===== src/rtl/pipe_skid16.sv =====
// Valid/ready pipeline stage with a 2-entry skid buffer; outputs decode from registered state only.
// Optional synchronous flush port enabled by defining PIPE_SKID16_FLUSH_EN.
module pipe_skid16 #(
  parameter int WIDTH = 16
) (
  input  logic             clk,
  input  logic             nClear,
`ifdef PIPE_SKID16_FLUSH_EN
  input  logic             flush,
`endif
  input  logic             in_valid,
  input  logic [WIDTH-1:0] in_data,
  output logic             in_ready,
  output logic             out_valid,
  output logic [WIDTH-1:0] out_data,
  input  logic             out_ready,
  output logic [1:0]       count
);

  // state | meaning
  // EMPTY | no word held, main is stale
  // ONE   | head word in main, skid unused
  // TWO   | head in main, next word in skid, upstream stalled
  typedef enum logic [1:0] {
    EMPTY = 2'd0,
    ONE   = 2'd1,
    TWO   = 2'd2
  } state_t;

  state_t           state_q, state_d;
  logic [WIDTH-1:0] main_q, main_d;
  logic [WIDTH-1:0] skid_q, skid_d;
  logic             in_fire, out_fire;

  assign out_valid = (state_q != EMPTY);
  assign in_ready  = (state_q != TWO);
  assign out_data  = main_q;
  assign in_fire   = in_valid & in_ready;
  assign out_fire  = out_valid & out_ready;

  always_comb begin
    case (state_q)
      EMPTY:   count = 2'd0;
      ONE:     count = 2'd1;
      TWO:     count = 2'd2;
      default: count = 2'd0;
    endcase
  end

  always_comb begin
    state_d = state_q;
    main_d  = main_q;
    skid_d  = skid_q;
    case (state_q)
      EMPTY: begin
        if (in_fire) begin
          state_d = ONE;
          main_d  = in_data;
        end
      end
      ONE: begin
        if (in_fire && out_fire) begin
          main_d = in_data;
        end else if (in_fire) begin
          state_d = TWO;
          skid_d  = in_data;
        end else if (out_fire) begin
          state_d = EMPTY;
        end
      end
      TWO: begin
        if (out_fire) begin
          state_d = ONE;
          main_d  = skid_q;
        end
      end
      default: state_d = EMPTY;
    endcase
`ifdef PIPE_SKID16_FLUSH_EN
    // Flush drops any handshake of this cycle but leaves storage untouched.
    if (flush) begin
      state_d = EMPTY;
      main_d  = main_q;
      skid_d  = skid_q;
    end
`endif
  end

  always_ff @(posedge clk) begin
    if (!nClear) begin
      state_q <= EMPTY;
      main_q  <= '0;
      skid_q  <= '0;
    end else begin
      state_q <= state_d;
      main_q  <= main_d;
      skid_q  <= skid_d;
    end
  end

endmodule


===== config.mk =====
export PLATFORM = sky130hd
export DESIGN_NAME = pipe_skid16
export DESIGN_NICKNAME = d
export VERILOG_FILES = /design/src/rtl/pipe_skid16.sv
export SDC_FILE = /design/constraint.sdc
export NUM_CORES = 1
export LEC_CHECK = 0
export BUFFER_PORTS_ARGS = -buffer_cell sky130_fd_sc_hd__buf_4
export CELL_PAD_IN_SITES_DETAIL_PLACEMENT = 0
export CELL_PAD_IN_SITES_GLOBAL_PLACEMENT = 1
export CORE_ASPECT_RATIO = 0.6
export CORE_UTILIZATION = 41
export CTS_BUF_LIST = sky130_fd_sc_hd__clkbuf_2
export DETAILED_ROUTE_END_ITERATION = 12
export GPL_TIMING_DRIVEN = 0
export MAX_ROUTING_LAYER = met4
export PLACE_DENSITY = 0.84
export SLEW_MARGIN = 20
export SYNTH_ARGS = -nofsm -noshare
export SYNTH_HDL_FRONTEND = slang
export SYNTH_SLANG_ARGS = --single-unit

===== constraint.sdc =====
create_clock -name clk -period 1.45 [get_ports clk]
set_input_delay 0.29 -clock clk [delete_from_list [all_inputs] [get_ports clk]]
set_output_delay 0.29 -clock clk [all_outputs]
set_load 0.01 [all_outputs]

==> flow_summary_export.csv <==
group,metric,value,unit
clock_network,h-tree-depth,2,
routing,drc,0,
worst_setup_path,required,1160,ps
sta,timing.hold.ws,162,ps
grt,grt_pass1_vias,1328,
clock_network,clock-sinks,34,
yosys,yosysWarnings,0,
clock_network,tritoncts,"yes",
floorplanning,die-area,4090,um2
sta,setup_viol,1,
final_layout,fin_cells,267,
routing,firstDrtPassIters,4,
yosys,synth_cell_types,21,
worst_setup_path,critPathKind,"flip-flop to output port",
yosys,yosysSeqAreaShare,0.433,
sta,min_period,1460,ps
final_layout,num_antenna_cells,0,
grt,grt_pass1_wl,6400,um
worst_setup_path,cp_max_fo,5,
yosys,synth_compound_area_frac,0.258,
sta,relSlewSlack,0.578,
power_and_ir_drop,leakage,0.964,nW
clock_network,ctsHoldBuffers,0,
run,maxCapViolCount,0,
final_layout,multi_input_area,847,um2
yosys,syn-num-nets,186,
worst_setup_path,critPathArrivalTime,1170,ps
sta,setup_ws,-10.5,ps
sta,finalCritPeriodShare,1.01,
clock_network,cts_root_buf,"clkbuf_2",
floorplanning,core,3440,um2
final_layout,fillers,286,
place,dp_cells,250,
grt,grt_usage,0.223,
sta,clock_skew,7.76,ps
grt,overflow,0,
sta,tightest_slew,632,ps
sta,hold_viol,0,
place,port_buffers,39,
routing,ant_nets,0,
final_layout,fin_util,0.626,
power_and_ir_drop,power.density,884,nW/um2
yosys,synthMuxAreaShare,0.108,
final_layout,final_cell_mix,"buf_4 (48), nand2_1 (33), dfxtp_1 (32)",
power_and_ir_drop,design_power_total,1.91,mW
power_and_ir_drop,max-vdd-ir-drop,455,uV
floorplanning,die_h,49.9,um
yosys,synth-simple-area-share,0.128,
routing,drt_iter0_drc,39,
worst_setup_path,critPathCaptureType,"output port",
clock_network,clkTransAtPathRegs,160,ps
yosys,avgSynthCellArea,9.46,um2
grt,grt_antenna_before_repair,0,
clock_network,cts_inserted_buffers,5,
final_layout,layout_commonest_cell,"buf_4",
sta,rsz0062_at_grt,"true",
place,gp_congestion,0.767,
clock_network,clock_latency,340,ps
yosys,synth_fa_ha_area_frac,0,
yosys,netlist_area,1570,um2
floorplanning,rows,16,
yosys,synth-xor-area-share,0,
routing,wirelength,4240,um
routing,routedWlPerCell,15.9,um
final_layout,regArea,686,um2
sta,max_freq,685,MHz
yosys,synth_top_family_by_area,"compound AO/OA/AOI/OAI gates",
place,place.detailed.hpwl,3050,um
worst_hold_path,min_path_type,"input pin to flip-flop",
clock_network,ctsLongestPathBuffers,2,
routing,viasPerCell,5.25,
grt,grt_start_max_net_pins,18,
run_status,status,"complete, but fails checks",
yosys,synth_cells,166,
floorplanning,die_w,81.9,um
worst_setup_path,critPathLaunchType,"flip-flop",
run_status,violations,"setup timing",
floorplanning,initial_core_util,0.456,
routing,vias,1403,
final_layout,drive_above_1_share,0.441,
final_layout,final_nets,241,
sta,maxSlewViolCount,0,
yosys,synth-seq-cells,34,
floorplanning,io_pins,40,
final_layout,area_growth,37.4,%
==> sequential cells by signal (all words and copies together) (netlist names) <==
name,cells
out_data,16
skid_q,16
state_q,2
==> metrics by stage <==
stage | setup TNS, ps | setup WS, ps | cell area (um2)
CTS | -78.5 | -28.7 | 2060
global placement | -373 | -42.8 | 1920
finish | -10.5 | -10.5 | 2160
detailed placement | -1090 | -132 | 1920
floorplan | 0 | 112 | 1570
global route | -120 | -75.9 | 2160
==> per-layer routing <==
| layer | track usage | routed length [um] | vias up |
|---|---|---|---|
| li1 | - | - | 702 |
| met3 | 0.0556 | 164 | 4 |
| met1 | 0.297 | 2140 | 666 |
| met4 | 0.0497 | 16 | 0 |
| met5 | - | 0 | - |
| met2 | 0.340 | 1920 | 31 |
==> path summary, 6_finish.rpt <==
kind                            startpoint  slack (ps)      endpoint  depth (start not counted)
worst max-delay path            state_q[1]         -10     out_valid                          3
worst min-delay path                nClear         160    state_q[0]                          2
worst max register to register  state_q[1]          20  out_data[11]                          6
worst min register to register   skid_q[4]         470     skid_q[4]                          2
==> report_power, final <==
group,total [mW],switching [mW],internal (mW)
registers,1.03,0.0393,0.992
clock network,0.411,0.292,0.119
logic,0.465,0.217,0.248
total,1.91,0.548,1.36
==> synthesized netlist by cell type <==
cell type | instances | area share
a211oi_1 | 22 | 0.11
a211oi_2 | 10 | 0.080
a21o_4 | 1 | 0.0096
a21oi_1 | 17 | 0.054
and3b_1 | 1 | 0.0056
buf_2 | 8 | 0.025
buf_6 | 4 | 0.029
clkbuf_1 | 4 | 0.0096
clkbuf_2 | 1 | 0.0032
dfxtp_1 | 34 | 0.43
inv_1 | 2 | 0.0048
mux2i_1 | 17 | 0.11
nand2_1 | 33 | 0.079
nand2b_1 | 2 | 0.0080
nand4bb_1 | 1 | 0.0072
nor2_1 | 2 | 0.0048
nor2b_1 | 2 | 0.0080
nor4bb_1 | 1 | 0.0064
o21a_1 | 2 | 0.0096
or2_2 | 1 | 0.0040
or3b_2 | 1 | 0.0056
==> what timing repair did <==
action                     4_1_cts  5_1_grt
gates resized for setup         19       16
buffers inserted                 5        5
setup endpoints to repair       23       34
pin swaps                        1        9
cloned                           1        1
==> logic make-up after synthesis <==
kind of cell,count (synthesis)
AOI/OAI and AO/OA,52
and+or+nand+nor,44
DFF,34
buffers and inverters,19
muxes,17
==> cell type report <==
class	count	share of cell area
multi-input cells	113	0.393
plain buffers	14	0.0539
well taps	45	0.0261
clock inverters	2	0.00406
clock buffers	6	0.0139
inverters	2	0.00348
flip-flops and latches	34	0.318
repair buffers	51	0.188
==> critical path, cell delays in order (launching register included) <==
cell	delay (ps)
dfxtp_2	360
buf_6	130
or2_4	220
buf_6	120
Power figures use the tool's default switching activity.
